==> src/rtl/voice_allocator.sv <==
// Polyphonic voice allocator: maps MIDI note-on/off events onto VOICES voices,
// retriggering matching notes, filling free voices first and stealing the oldest.
module voice_allocator #(
  parameter int VOICES    = 4,
  parameter int NOTE_BITS = 7
) (
  input  logic                          clk,
  input  logic                          rst_n,
  input  logic                          evValid,
  output logic                          evReady,
  input  logic                          evOn,
  input  logic [NOTE_BITS-1:0]          evNote,
  input  logic [NOTE_BITS-1:0]          evVelocity,
  input  logic                          allOff,
  output logic [VOICES-1:0]             voiceActive,
  output logic [VOICES*NOTE_BITS-1:0]   voiceNote,
  output logic [VOICES*NOTE_BITS-1:0]   voiceVelocity,
  output logic [VOICES-1:0]             voiceTrigger,
  output logic [7:0]                    stealCount,
  output logic                          overrun
);

  localparam int IW = (VOICES > 1) ? $clog2(VOICES) : 1;
  localparam logic [IW-1:0] LAST_IDX = IW'(VOICES - 1);

  typedef enum logic [1:0] {
    IDLE   = 2'd0,
    SCAN   = 2'd1,
    COMMIT = 2'd2
  } state_t;

  state_t                state_r;
  state_t                next_state_s;
  logic [IW-1:0]         scan_idx_r;
  logic                  ev_on_r;
  logic [NOTE_BITS-1:0]  ev_note_r;
  logic [NOTE_BITS-1:0]  ev_vel_r;
  logic                  match_found_r;
  logic [IW-1:0]         match_idx_r;
  logic                  free_found_r;
  logic [IW-1:0]         free_idx_r;
  logic [IW-1:0]         old_idx_r;
  logic [IW-1:0]         age_r [VOICES];
  logic [IW-1:0]         target_s;
  logic                  steal_s;

  assign evReady = (state_r == IDLE);

  // State register
  always_ff @(posedge clk or negedge rst_n) begin
    if (!rst_n) begin
      state_r <= IDLE;
    end else begin
      state_r <= next_state_s;
    end
  end

  // Next-state logic; allOff aborts any in-flight event
  always_comb begin
    next_state_s = state_r;
    if (allOff) begin
      next_state_s = IDLE;
    end else begin
      case (state_r)
        IDLE:    next_state_s = evValid ? SCAN : IDLE;
        SCAN:    next_state_s = (scan_idx_r == LAST_IDX) ? COMMIT : SCAN;
        COMMIT:  next_state_s = IDLE;
        default: next_state_s = IDLE;
      endcase
    end
  end

  // Note-on target: retrigger match, else lowest free voice, else steal the oldest
  always_comb begin
    target_s = old_idx_r;
    steal_s  = 1'b0;
    if (match_found_r) begin
      target_s = match_idx_r;
    end else if (free_found_r) begin
      target_s = free_idx_r;
    end else begin
      target_s = old_idx_r;
      steal_s  = 1'b1;
    end
  end

  // Event capture, per-voice scan and table commit
  always_ff @(posedge clk or negedge rst_n) begin
    if (!rst_n) begin
      voiceActive   <= {VOICES{1'b0}};
      voiceNote     <= {(VOICES*NOTE_BITS){1'b0}};
      voiceVelocity <= {(VOICES*NOTE_BITS){1'b0}};
      voiceTrigger  <= {VOICES{1'b0}};
      stealCount    <= 8'd0;
      overrun       <= 1'b0;
      ev_on_r       <= 1'b0;
      ev_note_r     <= {NOTE_BITS{1'b0}};
      ev_vel_r      <= {NOTE_BITS{1'b0}};
      scan_idx_r    <= {IW{1'b0}};
      match_found_r <= 1'b0;
      match_idx_r   <= {IW{1'b0}};
      free_found_r  <= 1'b0;
      free_idx_r    <= {IW{1'b0}};
      old_idx_r     <= {IW{1'b0}};
      for (int i = 0; i < VOICES; i++) age_r[i] <= IW'(i);
    end else begin
      voiceTrigger <= {VOICES{1'b0}};
      if (evValid && (state_r != IDLE)) overrun <= 1'b1;
      if (allOff) begin
        voiceActive   <= {VOICES{1'b0}};
        voiceNote     <= {(VOICES*NOTE_BITS){1'b0}};
        voiceVelocity <= {(VOICES*NOTE_BITS){1'b0}};
      end else begin
        case (state_r)
          IDLE: begin
            if (evValid) begin
              // velocity 0 note-on is a note-off
              ev_on_r       <= evOn && (evVelocity != {NOTE_BITS{1'b0}});
              ev_note_r     <= evNote;
              ev_vel_r      <= evVelocity;
              scan_idx_r    <= {IW{1'b0}};
              match_found_r <= 1'b0;
              free_found_r  <= 1'b0;
            end
          end
          SCAN: begin
            if (voiceActive[scan_idx_r] && !match_found_r &&
                (voiceNote[int'(scan_idx_r)*NOTE_BITS +: NOTE_BITS] == ev_note_r)) begin
              match_found_r <= 1'b1;
              match_idx_r   <= scan_idx_r;
            end
            if (!voiceActive[scan_idx_r] && !free_found_r) begin
              free_found_r <= 1'b1;
              free_idx_r   <= scan_idx_r;
            end
            if (age_r[scan_idx_r] == LAST_IDX) old_idx_r <= scan_idx_r;
            scan_idx_r <= scan_idx_r + IW'(1);
          end
          COMMIT: begin
            if (ev_on_r) begin
              voiceActive[target_s]                                  <= 1'b1;
              voiceTrigger[target_s]                                 <= 1'b1;
              voiceNote[int'(target_s)*NOTE_BITS +: NOTE_BITS]       <= ev_note_r;
              voiceVelocity[int'(target_s)*NOTE_BITS +: NOTE_BITS]   <= ev_vel_r;
              for (int i = 0; i < VOICES; i++) begin
                if (IW'(i) == target_s) age_r[i] <= {IW{1'b0}};
                else if (age_r[i] < age_r[target_s]) age_r[i] <= age_r[i] + IW'(1);
              end
              if (steal_s && (stealCount != 8'hFF)) stealCount <= stealCount + 8'd1;
            end else begin
              for (int i = 0; i < VOICES; i++) begin
                if (voiceActive[i] && (voiceNote[i*NOTE_BITS +: NOTE_BITS] == ev_note_r)) begin
                  voiceActive[i]                            <= 1'b0;
                  voiceNote[i*NOTE_BITS +: NOTE_BITS]       <= {NOTE_BITS{1'b0}};
                  voiceVelocity[i*NOTE_BITS +: NOTE_BITS]   <= {NOTE_BITS{1'b0}};
                end
              end
            end
          end
          default: ;
        endcase
      end
    end
  end

endmodule

==> config.mk <==
export PLATFORM = sky130hd
export DESIGN_NAME = voice_allocator
export DESIGN_NICKNAME = d
export VERILOG_FILES = /design/src/rtl/voice_allocator.sv
export SDC_FILE = /design/constraint.sdc
export NUM_CORES = 1
export LEC_CHECK = 0
export BUFFER_PORTS_ARGS = -buffer_cell sky130_fd_sc_hd__buf_2
export CORE_UTILIZATION = 30
export CTS_CLUSTER_SIZE = 28
export DETAILED_ROUTE_END_ITERATION = 8
export RECOVER_POWER = 25
export SLEW_MARGIN = 20
export SYNTH_ARGS = -nofsm -noshare
export SYNTH_HDL_FRONTEND = slang
export SYNTH_SLANG_ARGS = --single-unit
==> constraint.sdc <==
create_clock -name clk -period 2.5 [get_ports clk]
set_input_delay 0.5 -clock clk [delete_from_list [all_inputs] [get_ports clk]]
set_output_delay 0.5 -clock clk [all_outputs]
set_load 0.01 [all_outputs]
After elaboration in Yosys (flattened, before gate mapping):

Cells that the tools add are included.
W data, S select, Z words.

* bitwise operators: 4
* multipliers: 2
* reductions and logical operators: 44
* $lt $le $gt $ge: 9
* eq/ne operators: 16
* shifts and indexed selects: 4
* mux-type cells: 55
* add/sub/neg operators: 7

Operator list (count)
* $mux W28: 6
* $shiftx A7 B33 Y28: 2
* $bwmux W28: 2
* $eq A7 B7 Y1: 5
* $mux W2: 17
* $neg A5 Y33: 1
* $shift A7 B33 Y28 const A: 1
* $mux W7: 4
* $reduce_and A4 Y1: 7
* $shiftx A28 B6 Y7: 1
* $mux W4: 6
* $reduce_and A3 Y1: 5
* $reduce_bool A2 Y1: 7
* $mux W1: 12
* $reduce_bool A3 Y1: 4
* $logic_and A1 B1 Y1: 11
* $add A2 B1 Y2 const B: 5
* $mul A2 B3 Y5 const B: 2
* $add A8 B1 Y8 const B: 1
* $bmux W2 S2: 2
* $lt A2 B2 Y1: 4
* $ne A8 B8 Y1 const B: 1
* $pmux W2 S2: 2
* $reduce_and A2 Y1: 4
* 17 further kinds: 29

* output and inout bits: 74
* register bits after elaboration: 108
* logic and storage cells: 170

Logic depth before layout (Yosys ltp):

* depth after elaboration: 10
* mapped depth: 10
* gate-level depth less buffers: 8

Worst setup path before layout:

No wires, ideal clock.

* path type: reg-to-reg
* start point: register free_found_r
* end point: register voiceNote[0]
* required time: 2421 ps
* stages on the path, launching flop included: 10
* setup slack: -81 ps
* clock period less this slack: 2581 ps
* arrival time: 2501 ps
* buffers on the path: 3
* cells stage by stage: dfrtp_1 -> buf_6 -> mux2i_1 -> a21oi_1 -> inv_1 -> ha_1 -> clkbuf_1 -> o211ai_1 -> buf_2 -> mux2i_1

* longest elaborated chain between the ends: 9
* elaborated cells between the ends (all ways): 10
* classes of those cells: add/sub: 1; mul: 1; shift: 2; mux: 6

RTL lines
* from (decl): line 40 `logic free_found_r;`
* from (signal assigned): line 102 `free_found_r <= 1'b0;`
* from (signal assigned): line 123 `free_found_r <= 1'b0;`
* from (signal assigned): line 133 `free_found_r <= 1'b1;`
* $mux W2 *: line 79 `end else if (free_found_r) begin`
* $mux W2 *: line 77 `if (match_found_r) begin`
* $mul A2 B3 Y5 *: line 143 `voiceNote[int'(target_s)*NOTE_BITS +: NOTE_BITS] <= ev_note_r;`
* $neg A5 Y33 *: line 143
* $shiftx A7 B33 Y28 or $shift A7 B33 Y28 (tied branches): line 143
* $bwmux W28 *: line 143
* $mux W28 *: line 140 `if (ev_on_r) begin`
* $mux W28 *: line 114 `case (state_r)`
* $mux W28 *: line 109 `if (allOff) begin`
* to (signal assigned): line 111 `voiceNote <= {(VOICES*NOTE_BITS){1'b0}};`
* to (signal, indexed assignment): line 143
* to (signal, indexed assignment): line 154 `voiceNote[i*NOTE_BITS +: NOTE_BITS] <= {NOTE_BITS{1'b0}};`
* to (decl): line 16 `output logic [VOICES*NOTE_BITS-1:0] voiceNote,`

Every way passes the cells marked *; elsewhere a longest branch is shown, timed or not. The select of a mux whose other input is x is not followed.
A chain may end at the register's enable or synchronous reset.

Worst setup path in the final report:

* start point: register free_found_r
* end point: register age_r[6] (netlist name)

* longest elaborated chain between the ends: 9
* elaborated cells between the ends (all ways): 11
* classes of those cells: order compare: 1; mux: 6; bitwise: 1; reduce/logical: 3

RTL lines
* $mux W2 *: line 79
* $mux W2 *: line 77
* $not A2 Y3 (not written as such): line 147 `else if (age_r[i] < age_r[target_s]) age_r[i] <= age_r[i] + IW'(1);`
* $bmux W2 S2: line 147
* $mux W2 (not written as such) (2 in a row): line 147
* $lt A2 B2 Y1: line 147
* $reduce_bool A2 Y1 (no source line)
* $reduce_and A4 Y1 (no source line)
* to (signal, indexed assignment): line 146 `if (IW'(i) == target_s) age_r[i] <= {IW{1'b0}};`
* to (decl): line 43 `logic [IW-1:0] age_r [VOICES];`

Marked as above.

==> out/qor.csv <==
stage,metric,value,unit
global_routing,grt_pass1_wl,24090,µm
final_layout,antennaDiodeCount,0,
logic_synthesis,yosysTopAreaCell,dfrtp_1,
pwr,p_sw_share,33.91,%
die,io_pins,93,
setup_path,crit_type,flip-flop to flip-flop,
clock_network,clockBufferDepth,2,
detailed_routing,drc,2,
min_path,min_to,ev_note_r[0],
detailed_routing,vias_per_cell,4.827,
die,die_x,138.7,µm
logic_synthesis,synth_top_area_share,46.45,%
pwr,p_leak,3.285,nW
logic_synthesis,netlist_top_cells_area,"dfrtp_1 (46%), mux2i_1 (8.4%), nand2_1 (7.0%)",
setup_path,timing.rr.end,age_r[6],
global_routing,grt_overflow_total,0,
final_layout,most-common-layout-cells,"nand2_1 (104), dfrtp_1 (103), buf_2 (91), inv_1 (50), mux2i_1 (46)",
setup_path,rr_worst_depth,5,
place,portBuffers,92,
global_routing,grt_use_total,16.25,%
detailed_routing,avgRoutedWirePerCell,16.99,µm
logic_synthesis,syn_nets,569,
global_routing,gr-usage-met3,4.006,%
setup_path,reg2reg_from,free_found_r,
timing,slew_headroom,43.79,%
final_layout,fin_nets,663,
timing,finalMaxSlewViolations,0,
final_layout,final_util,37.07,%
place,hpwl,10550,µm
pwr,p_int,3.281,mW
die,die_h,138.7,µm
global_routing,antenna_found_initial,0,
global_routing,grt_pass1_vias,4155,
pwr,comb_power_share,25.4,%
global_routing,met1_usage,22.23,%
die,core-area,18150,µm²
final_layout,syn_to_final_growth,20.08,%
logic_synthesis,yosys_warnings,0,
pwr,netSwitchingPower,1.684,mW
timing,finalClockSkew,8.947,ps
min_path,holdPathStages,3,
timing,worst_pin_slew,843.1,ps
die,floorplan.initialDensity,30.87,%
flow_run,max-cap-violations,0,
setup_path,r2r_slack,150,ps
clock_network,cts.sinks,108,
detailed_routing,dr.pass1.iters,6,
setup_path,critPathRequiredTime,2750,ps
pwr,powerDensity,737.9,nW/µm²
timing,rsz0062_at_grt,false,
timing,hold_slack,328.0,ps
timing,tns,0,ps
global_routing,grt_max_degree,70,
setup_path,path_max_fanout,6,
logic_synthesis,yosysSeqAreaShare,48.33,%
pwr,peakVddDrop,0.4196,mV
clock_network,clock_latency,360,ps
detailed_routing,drt_iter0_drc,252,
logic_synthesis,synth_edf_count,0,
logic_synthesis,synth_cell_types,49,
die,row_count,49,
clock_network,cts_tree,yes,
clock_network,cts.reportedPaths.clkPinSlew,80,ps
logic_synthesis,synthArstFlopShare,100.0,%
setup_path,crit_path_end_kind,flip-flop,
clock_network,cts-root-buf,clkbuf_16,
setup_path,start_kind,flip-flop,
logic_synthesis,ys_ff_latch,108,
logic_synthesis,syn_area,5603,µm²
final_layout,drive_above_1_share,25.67,%
logic_synthesis,ys.flop_type,dfrtp_1,
die,dieArea,19230,µm²
timing,clock.fmax,426.1,MHz
place,place_congestion,0.8112,
outcome,violations,design-rule violations,
timing,finalHoldViolCount,0,
setup_path,arrival,2590,ps
clock_network,postCtsSetupBuffers,0,
detailed_routing,ant_nets,0,
timing,finalSetupViolations,0,
pwr,seqPwrFrac,44.1,%
timing,min_period_over_period,93.87,%
logic_synthesis,synthCells,541,
detailed_routing,totalWireLength,14750,µm
logic_synthesis,syn_area_per_cell,10.36,µm²
clock_network,htreeDepth,3,
min_path,hold_class,input port to flip-flop,
global_routing,busiest_layer,met2,
clock_network,cts_inserted_buffers,9,
detailed_routing,dr_total_vias,4190,
min_path,hold_start,evNote[0],
pwr,pwr-share-clk,30.4,%
outcome,status,"finished, violations left",
global_routing,use_met2,25.03,%
final_layout,mostFrequentLayoutCell,nand2_1,
timing,finalCriticalPeriod,2347,ps
## Yosys cell counts, types with 2 or more instances
| cell | n |
|---|---|
| a211oi_1 | 3 |
| a21o_1 | 3 |
| a21oi_1 | 10 |
| a22o_1 | 14 |
| a31oi_1 | 5 |
| and2_1 | 4 |
| buf_2 | 12 |
| buf_4 | 2 |
| clkbuf_1 | 15 |
| dfrtp_1 | 104 |
| dfstp_2 | 4 |
| ha_1 | 9 |
| inv_1 | 50 |
| mux2_2 | 10 |
| mux2i_1 | 47 |
| mux4_2 | 10 |
| nand2_1 | 104 |
| nand2b_1 | 7 |
| nand3_1 | 11 |
| nand3b_1 | 2 |
| nand4_1 | 9 |
| nor2_1 | 8 |
| nor2b_1 | 3 |
| nor3_1 | 9 |
| nor4b_2 | 3 |
| o211ai_1 | 5 |
| o21ai_0 | 9 |
| o21bai_1 | 4 |
| o41ai_1 | 5 |
| xnor2_1 | 36 |
| xor2_1 | 6 |
## cell families after synthesis
group	share of synthesized area (%)
and+or+nand+nor	13.89
AOI/OAI and AO/OA	8.732
DFF	48.33
adders and majority gates	2.010
buffers and inverters	6.052
xor gates and xnor gates	6.565
muxes	14.43
## how the worst max path moves through the flow
| stage | start | to | slack (ps) | cells after the start |
|---|---|---|---|---|
| 3_5_place_dp | free_found_r | age_r[6] | 130 | 5 |
| 4_1_cts | free_found_r | age_r[6] | 110 | 5 |
| 6_report | free_found_r | age_r[6] | 150 | 5 |
| 5_1_grt | free_found_r | voiceNote[14] | 70 | 9 |
| 3_3_place_gp | free_found_r | age_r[6] | 160 | 5 |
| 2_1_floorplan | free_found_r | voiceNote[0] | 70 | 9 |
## metrics by stage
step	area [µm²]	setup slack (ps)	cells	total power [mW]
after global routing	6728	74.93	868	5.247
final	6728	153.2	868	4.964
after detailed placement	6414	130.0	852	3.487
after floorplan	5607	68.64	541	3.038
after global placement	6414	163.3	852	3.477
after CTS	6729	108.5	868	5.019
## state kept, by name, summed over array words and instances (netlist names), 2 cells and up
register and count:
stealCount 8, voiceActive 4, free_idx_r 2, scan_idx_r 2
voiceNote 28, match_idx_r 2, ev_note_r 7, state_r 2
ev_vel_r 7, age_r 8, old_idx_r 2, voiceTrigger 4
voiceVelocity 28
## cell type report
cell class / count / area, µm²
multi-input cells: 351 / 2574
flip-flops and latches: 108 / 2709
repair buffers: 114 / 661.9
fillers: 1839 / 11420
clock buffers: 9 / 225.2
inverters: 51 / 191.4
well taps: 229 / 286.5
clock inverters: 6 / 80.08
## layer usage
metal	up-vias	routed length [µm]	share of wire, %
met5	-	0	0
met4	0	279	1.9
met3	19	703	4.8
met2	103	6880	47
met1	2049	6884	47
li1	2019	-	-
## critical path: stages, from the launching register on
cell	delay (ps)
dfrtp_1	460
mux2i_2	350
mux2_2	380
mux4_2	510
a2111o_1	420
o211a_1	110
## power groups by stage
stage               clock, mW  sequential, mW  combinational (mW)
floorplan                   0            2.06               0.977
global placement            0            2.22                1.26
detailed placement          0            2.22                1.26
CTS                      1.56            2.19                1.27
global route             1.62            2.23                1.40
finish                   1.51            2.19                1.26
## what timing repair did
item / CTS / global route
endpoints found under the setup margin: 0 / 3
hold buffers: 1 / 0
endpoints found under the hold margin: 12 / 0
gates resized for setup: 0 / 2
Note: power is estimated with default switching activity, not from simulation.
